--- src/rtl/loader_pkg.sv ---
// Shared types and frame constants for the instruction-memory program loader.
package loader_pkg;

  typedef enum logic [2:0] {
    S_IDLE,
    S_LEN_LO,
    S_LEN_HI,
    S_DATA,
    S_WRITE,
    S_CSUM,
    S_DONE,
    S_ERR
  } state_t;

  localparam logic [7:0] SYNC_DEFAULT   = 8'hA5;
  localparam int         BYTES_PER_WORD = 4;
  localparam int         BYTE_W         = 8;
  localparam int         LEN_W          = 16;
  localparam int         WORD_W         = BYTES_PER_WORD * BYTE_W;

endpackage

--- src/rtl/byte_packer.sv ---
// Assembles little-endian bytes into a word: byte index counter plus per-lane registers.
module byte_packer
  import loader_pkg::*;
#(
  parameter int NUM_LANES = BYTES_PER_WORD,
  parameter int VEC_W     = BYTE_W
) (
  input  logic                       clk,
  input  logic                       rst,
  input  logic                       clr,
  input  logic                       load,
  input  logic [VEC_W-1:0]           byte_data,
  output logic [NUM_LANES*VEC_W-1:0] word,
  output logic                       word_full
);

  localparam int IDX_W = $clog2(NUM_LANES);
  localparam logic [IDX_W-1:0] LAST = IDX_W'(NUM_LANES - 1);

  logic [IDX_W-1:0]                idx;
  logic [NUM_LANES-1:0][VEC_W-1:0] lanes;

  // Byte index walks 0..NUM_LANES-1 and wraps on the word's last byte.
  always_ff @(posedge clk or negedge rst) begin
    if (!rst)           idx <= '0;
    else if (clr)       idx <= '0;
    else if (load)      idx <= (idx == LAST) ? '0 : idx + 1'b1;
  end

  for (genvar g = 0; g < NUM_LANES; g++) begin : g_lane
    logic [VEC_W-1:0] q;
    // Each lane captures the byte when the index points at it.
    always_ff @(posedge clk or negedge rst) begin
      if (!rst)                               q <= '0;
      else if (load && idx == IDX_W'(g))      q <= byte_data;
    end
    assign lanes[g] = q;
  end

  assign word      = lanes;
  assign word_full = load && (idx == LAST);

endmodule

--- src/rtl/program_loader.sv ---
// Frame parser that writes a host byte stream into instruction memory, then starts the core.
module program_loader
  import loader_pkg::*;
#(
  parameter int         ADDR_W    = 8,
  parameter int         MAX_WORDS = 256,
  parameter logic [7:0] SYNC_BYTE = SYNC_DEFAULT
) (
  input  logic              clk,
  input  logic              rst,
  input  logic              byte_valid,
  input  logic [7:0]        byte_data,
  output logic              byte_ready,
  input  logic              rearm,
  output logic              im_we,
  output logic [ADDR_W-1:0] im_addr,
  output logic [31:0]       im_wdata,
  output logic              start,
  output logic              done,
  output logic              error
);

  state_t           state, nxt;
  logic [LEN_W-1:0] len;
  logic [LEN_W-1:0] len_full;
  logic [ADDR_W:0]  wcnt;      // one extra bit so a full MAX_WORDS load does not wrap
  logic [7:0]       csum;
  logic             start_q;
  logic             xfer;
  logic             last_word;
  logic             csum_hit;
  logic [WORD_W-1:0] word;
  logic             word_full;

  assign xfer      = byte_valid && byte_ready;
  assign len_full  = {byte_data, len[7:0]};
  assign last_word = (LEN_W'(wcnt) + 1'b1) == len;
  assign csum_hit  = byte_valid && (byte_data == csum);

  byte_packer #(.NUM_LANES(BYTES_PER_WORD), .VEC_W(BYTE_W)) u_packer (
    .clk       (clk),
    .rst       (rst),
    .clr       (state == S_LEN_HI),
    .load      (byte_valid && state == S_DATA),
    .byte_data (byte_data),
    .word      (word),
    .word_full (word_full)
  );

  // State register.
  always_ff @(posedge clk or negedge rst) begin
    if (!rst) state <= S_IDLE;
    else      state <= nxt;
  end

  // Next-state and handshake decode.
  always_comb begin
    nxt        = state;
    byte_ready = 1'b0;
    case (state)
      S_IDLE: begin
        byte_ready = 1'b1;
        if (byte_valid && byte_data == SYNC_BYTE) nxt = S_LEN_LO;
      end
      S_LEN_LO: begin
        byte_ready = 1'b1;
        if (byte_valid) nxt = S_LEN_HI;
      end
      S_LEN_HI: begin
        byte_ready = 1'b1;
        if (byte_valid) begin
          if (len_full > LEN_W'(MAX_WORDS)) nxt = S_ERR;
          else if (len_full == '0)          nxt = S_CSUM;
          else                              nxt = S_DATA;
        end
      end
      S_DATA: begin
        byte_ready = 1'b1;
        if (word_full) nxt = S_WRITE;
      end
      S_WRITE: nxt = last_word ? S_CSUM : S_DATA;
      S_CSUM: begin
        byte_ready = 1'b1;
        if (byte_valid) nxt = csum_hit ? S_DONE : S_ERR;
      end
      S_DONE:  if (rearm) nxt = S_IDLE;
      S_ERR:   if (rearm) nxt = S_IDLE;
      default: nxt = S_IDLE;
    endcase
  end

  // Length capture, word counter, running XOR checksum and the start pulse.
  always_ff @(posedge clk or negedge rst) begin
    if (!rst) begin
      len     <= '0;
      wcnt    <= '0;
      csum    <= '0;
      start_q <= 1'b0;
    end else begin
      start_q <= (state == S_CSUM) && csum_hit;
      case (state)
        S_IDLE:   if (xfer && byte_data == SYNC_BYTE) csum <= '0;
        S_LEN_LO: if (xfer) begin
          len[7:0] <= byte_data;
          csum     <= csum ^ byte_data;
        end
        S_LEN_HI: if (xfer) begin
          len[15:8] <= byte_data;
          csum      <= csum ^ byte_data;
          wcnt      <= '0;
        end
        S_DATA:   if (xfer) csum <= csum ^ byte_data;
        S_WRITE:  wcnt <= wcnt + 1'b1;
        S_DONE:   if (rearm) csum <= '0;
        S_ERR:    if (rearm) csum <= '0;
        default:  ;
      endcase
    end
  end

  assign im_we    = (state == S_WRITE);
  assign im_addr  = wcnt[ADDR_W-1:0];
  assign im_wdata = word;
  assign start    = start_q;
  assign done     = (state == S_DONE);
  assign error    = (state == S_ERR);

endmodule

--- config.mk ---
export PLATFORM = sky130hd
export DESIGN_NAME = program_loader
export DESIGN_NICKNAME = d
export VERILOG_FILES = /design/src/rtl/loader_pkg.sv /design/src/rtl/byte_packer.sv /design/src/rtl/program_loader.sv
export SDC_FILE = /design/constraint.sdc
export NUM_CORES = 1
export LEC_CHECK = 0
export ABC_CLOCK_PERIOD_IN_PS = 2900
export BUFFER_PORTS_ARGS = -buffer_cell sky130_fd_sc_hd__buf_2
export CORE_MARGIN = 2
export CORE_UTILIZATION = 30
export DETAILED_ROUTE_END_ITERATION = 10
export PLACE_DENSITY = 0.59
export SETUP_SLACK_MARGIN = 0.3
export SLEW_MARGIN = 20
export SYNTH_ARGS = -nofsm -noshare
export SYNTH_HDL_FRONTEND = slang
export SYNTH_SLANG_ARGS = --single-unit
--- constraint.sdc ---
create_clock -name clk -period 2.9 [get_ports clk]
set_input_delay 0.145 -clock clk [delete_from_list [all_inputs] [get_ports clk]]
set_output_delay 0.145 -clock clk [all_outputs]
set_load 0.005 [all_outputs]
### After elaboration in Yosys (flattened, before gate mapping)

Index checks and enable logic that the tools add are counted.

| storage, ports and cells | value |
|---|---|
| register bits after elaboration | 71 |

| cells by class | value |
|---|---|
| add/sub/neg operators | 3 |
| magnitude comparators | 1 |
| equality and inequality tests | 22 |
| multiplexer cells | 21 |
| bitwise logic cells | 1 |
| reduce and logical (&&, ||, !) cells | 24 |

Operators by type and width:

| operator | number |
|---|---|
| two-way mux 3 bit | 9 |
| two-way mux 8 bit | 3 |
| one-hot mux 8 bit (3 select lines) | 1 |
| one-hot mux 3 bit (7 select lines) | 1 |
| one-hot mux 9 bit (2 select lines) | 1 |
| == test 10 x 16 -> 1 bit | 1 |
| greater-than comparator 16 x 9 -> 1 bit, second input constant | 1 |
| logical NOT 16 bit | 1 |
| == test 3 bit, second input constant | 4 |
| inequality test 2 bit, second input constant | 6 |
| adder 9 x 1 -> 10 bit, second input constant | 1 |
| logical AND 1 bit | 10 |
| adder 9 x 1 -> 9 bit, second input constant | 1 |
| two-way mux 9 bit | 1 |
| == test 8 bit | 1 |
| == test 8 bit, second input constant | 1 |
| bitwise XOR 8 bit | 1 |
| == test 3 x 2 -> 1 bit, second input constant | 2 |
| two-way mux 2 bit | 3 |
| inequality test 2 x 1 -> 1 bit, second input constant | 3 |
| AND reduction 2 bit | 3 |
| AND reduction 6 bit | 1 |
| OR reduction 5 bit | 1 |
| == test 2 bit, second input constant | 2 |
| 11 further kinds | 13 |

### Longest topological paths before layout

| logic depth | value |
|---|---|
| depth after elaboration | 7 |
| mapped depth | 9 |
| gate-level depth less buffers | 8 |

### By module

Synthesis repeated with hierarchy kept, for this count alone.

| unflattened totals | value |
|---|---|
| cell total of the unflattened synthesis | 320 |
| area, all modules | 3592.2 um2 |

By module, submodules not included:

| module | times used | cells an instance | area each (um2) | seq. area each (um2) |
|---|---|---|---|---|
| program_loader | 1 | 238 | 2252.2 | 925.9 |
| byte_packer | 1 | 82 | 1340.0 | 850.8 |

### Worst setup path before layout

No wires, ideal clock.

| timing path | value |
|---|---|
| path kind | flip-flop to flip-flop |
| from | reg wcnt[0] |
| to | reg state[1] |
| library setup time | 0.095 ns |
| arrival time | 1.971 ns |
| path slack | 0.833 ns |
| cell stages (with the launch flop) | 10 |
| buffers on the path | 1 |
| period minus slack after synthesis | 2.067 ns |
| cell sequence | dfrtp_1 > ha_1 > and3_1 > clkbuf_1 > and2_1 > a22oi_1 > nor4_1 > o2111a_1 > o21ba_2 > o31ai_1 |

| between the ends | value |
|---|---|
| word-level cells in the longest chain between the ends | 4 |

RTL lines:

| element | RTL line | text |
|---|---|---|
| start: declaration | program_loader.sv:26 | `logic [ADDR_W:0] wcnt;` |
| start signal: assignment | program_loader.sv:113 | `S_WRITE: wcnt <= wcnt + 1'b1;` |
| adder 9 x 1 -> 10 bit | program_loader.sv:37 | `assign last_word = (LEN_W'(wcnt) + 1'b1) == len;` |
| == test 10 x 16 -> 1 bit | program_loader.sv:37 |  |
| two-way mux 3 bit | program_loader.sv:81 | `S_WRITE: nxt = last_word ? S_CSUM : S_DATA;` |
| one-hot mux 3 bit (7 select lines) | program_loader.sv:60 | `case (state)` |
| end signal: assignment | program_loader.sv:53 | `else state <= nxt;` |
| end: declaration | program_loader.sv:23 | `state_t state, nxt;` |

Every way passes these cells.
A chain may end at the register's enable or synchronous reset.

### Final worst setup path

Same ends and word-level chain as after synthesis.

==> qor.yml <==
run_status:
  status: "finished, violations left"
  failed_checks: "DRC"
route:
  wl_um: 8170
  num_vias: 2594
  ant_nets: 0
  post_drt_via_cell_ratio: 5.01
  drtIter0Drc: 115
  drt_pass1_iterations: 7
  drc: 2
  avgRoutedWirePerCell_um: 15.8
grt:
  grt_pass1_vias: 2564
  grt_max_degree: 28
  grt_usage_pct: 13.2
  grt_pass1_wl_um: 13200
  antenna_found_initial: 0
  globalRoute.totalOverflow: 0
job:
  maxCapViolations: 0
worst_setup_path:
  cp.arrival_ns: 2.44
  rrSetupSlack_ns: 0.69
  max_stage_delay_ns: 0.44
  critical_path_class: "reg2reg"
  cp_max_fo: 9
  r2r_cells: 8
  crit_slowest_cell: "dfrtp_1"
  crit_path_cell_trace: "ha_1 -> and3_1 -> and2_1 -> a22oi_1 -> nor4_1 -> o2111a_1 -> o21ba_2 -> o31ai_1"
  critical_path_required_ns: 3.13
  worst_setup_path_start_kind: "flip-flop"
  r2r-start: "wcnt[0]"
  critPathCaptureType: "flip-flop"
  r2r_end: "state[1]"
place:
  dpl_cell_area_mm2: 0.00386
  place_congestion: 0.769
  dpl.hpwl_um: 5780
  placed_cells: 501
  port_buffers: 56
sta:
  hold_violations: 0
  period_share_pct: 76.2
  fin_crit_ns: 2.21
  worstMarginPinSlew_ns: 0.810
  drv_slew: 0
  fmax_ghz: 0.453
  setup_viol: 0
  rsz0062_at_grt: "no"
  fin_setup_tns_ns: 0
  slew_headroom_pct: 45.6
  finClkSkew_ns: 0.00688
yosys:
  ys_ff_latch: 71
  ys_seq_area_share_pct: 49.8
  synth_flop_cell: "dfrtp_1"
  synth_cells: 324
  synth_nets: 341
  syn_area_mm2: 0.00357
  ys_warn_count: 0
  synth-async-reset-ratio_pct: 100
  avgSynthCellArea_um2: 11.0
  synth_edf_count: 0
  synth_cell_type_count: 45
pwr:
  vdd_drop_max_mv: 0.453
  pwr_density_cell_mw_per_mm2: 1000
  p_total_mw: 4.17
  power.leakage_nw: 1.96
die:
  die_h_um: 113
  rows: 39
  initial_core_util_pct: 31.0
  pin_count: 57
  floorplan.core_area_mm2: 0.0115
  die_w_um: 113
  dieArea_mm2: 0.0128
cells_and_area:
  fin_cells: 518
  diodes: 0
  final_area_mm2: 0.00416
  fin_util_pct: 36.1
  final_cell_mix: "dfrtp_1 (71), buf_2 (56), mux2_2 (48), o21ai_0 (37), nand2_1 (26)"
  drive_above_1_share_pct: 34.1
  fin_nets: 387
  final_common_cell: "dfrtp_1"
  multi_input_area_mm2: 0.00159
  regArea_mm2: 0.00178
  synthToLayoutAreaGrowth_pct: 16.7
  fillCellCount: 1157
clocking:
  post_cts_buffers: 0
  clk_latency_ns: 0.33
  cts_made_buffers: 9
  cts_tree: "done"
  cts.clk_slew.worst_paths_ns: 0.06
  clock_path_buffers: 2
  cts.repair.resized: 0
  cts_root_buf: "clkbuf_16"
  ctsHtreeMaxLevel: 3
  hold_buffers: 1
  cts.sinks: 71
min_path:
  whs_path_depth: 3
  hold_end: "csum[6]"
  min_from: "byte_data[6]"
  holdCritPathClass: "in2reg"
synthesized netlist by cell type, drive strengths merged (2+ instances only):
library cell / number / share of area [%]
ha: 5 / 1.8
and4: 2 / 0.49
nand3: 11 / 1.5
inv: 3 / 0.32
a21oi: 3 / 0.42
o21ai: 39 / 5.5
nor4: 6 / 1.1
nand2b: 2 / 0.35
xor2: 13 / 3.2
nor2b: 3 / 0.53
nor2: 22 / 2.5
nor3: 6 / 0.84
xnor2: 9 / 2.2
and2: 2 / 0.35
o31ai: 2 / 0.42
or4: 2 / 0.53
clkbuf: 8 / 1.4
dfrtp: 71 / 50
o22ai: 2 / 0.35
nand2: 26 / 2.7
buf: 17 / 3.8
and3: 5 / 0.88
nand4: 3 / 0.53
mux2: 48 / 15
worst max-delay path, delay by kind of cell, from the launching register on:
kind | cells | cell delay, ns
compound gates | 4 | 0.85
fa+ha+maj | 1 | 0.30
flops | 1 | 0.44
simple gates | 3 | 0.53
worst max-delay path by stage:
stage                  start  endpoint  slack [ns]  cells after the start
finish               wcnt[0]  state[1]        0.69                      8
global route        state[0]   wcnt[7]        0.48                      6
CTS                  wcnt[0]  state[1]        0.70                      8
detailed placement   wcnt[0]  state[1]        0.71                      8
global placement     wcnt[0]  state[1]        0.81                      8
floorplan            wcnt[0]  state[1]        0.83                      9
routing by layer:
layer / GRT usage (%) / part of all wire [%] / vias to the layer above
met5: 0 / 0 / -
met3: 3.11 / 4.1 / 7
met1: 18.9 / 48 / 1309
li1: - / - / 1227
met2: 19.4 / 46 / 51
met4: 5.20 / 1.5 / 0
layout make-up:
| cell class | count | share of cell area, % |
|---|---|---|
| tap | 143 | 4.30 |
| multi-input combinational | 224 | 38.2 |
| clock inverter | 6 | 1.23 |
| inverter | 4 | 0.361 |
| sequential | 71 | 42.7 |
| clock buffer | 10 | 5.74 |
| timing repair buffer | 60 | 7.51 |
kinds of logic (layout without fill, tap and decap cells):
logic type               after synthesis  in the layout  share of synthesized area (%)
AND/OR/NAND/NOR                       93             93                           13.0
flip-flops                            71             71                           49.8
AO/OA/AOI/OAI                         56             56                           9.23
multiplexers                          48             48                           15.2
buffers and inverters                 29             80                           5.61
XOR/XNOR                              22             22                           5.40
adder cells (fa/ha/maj)                5              5                           1.75
stage by stage:
stage | setup WS (ns) | hold slack [ns]
2_1_floorplan | 0.833 | -0.151
3_3_place_gp | 0.812 | 0.159
3_5_place_dp | 0.714 | 0.159
4_1_cts | 0.703 | 0.184
5_1_grt | 0.477 | 0.194
6_report | 0.691 | 0.187
sequential cells by signal, indices dropped and copies added, names as in the netlist:
name	count
csum	8
len	16
start	1
state	3
u_packer.g_lane.q	32
u_packer.idx	2
wcnt	9
report_power, final:
part           switching, mW  leakage (nW)  internal, mW
Combinational          0.668         0.905         0.711
Clock                  0.443         0.145         0.615
Sequential             0.343         0.909          1.39
Total                   1.45          1.96          2.71
Note: power is estimated with default switching activity, not from simulation.
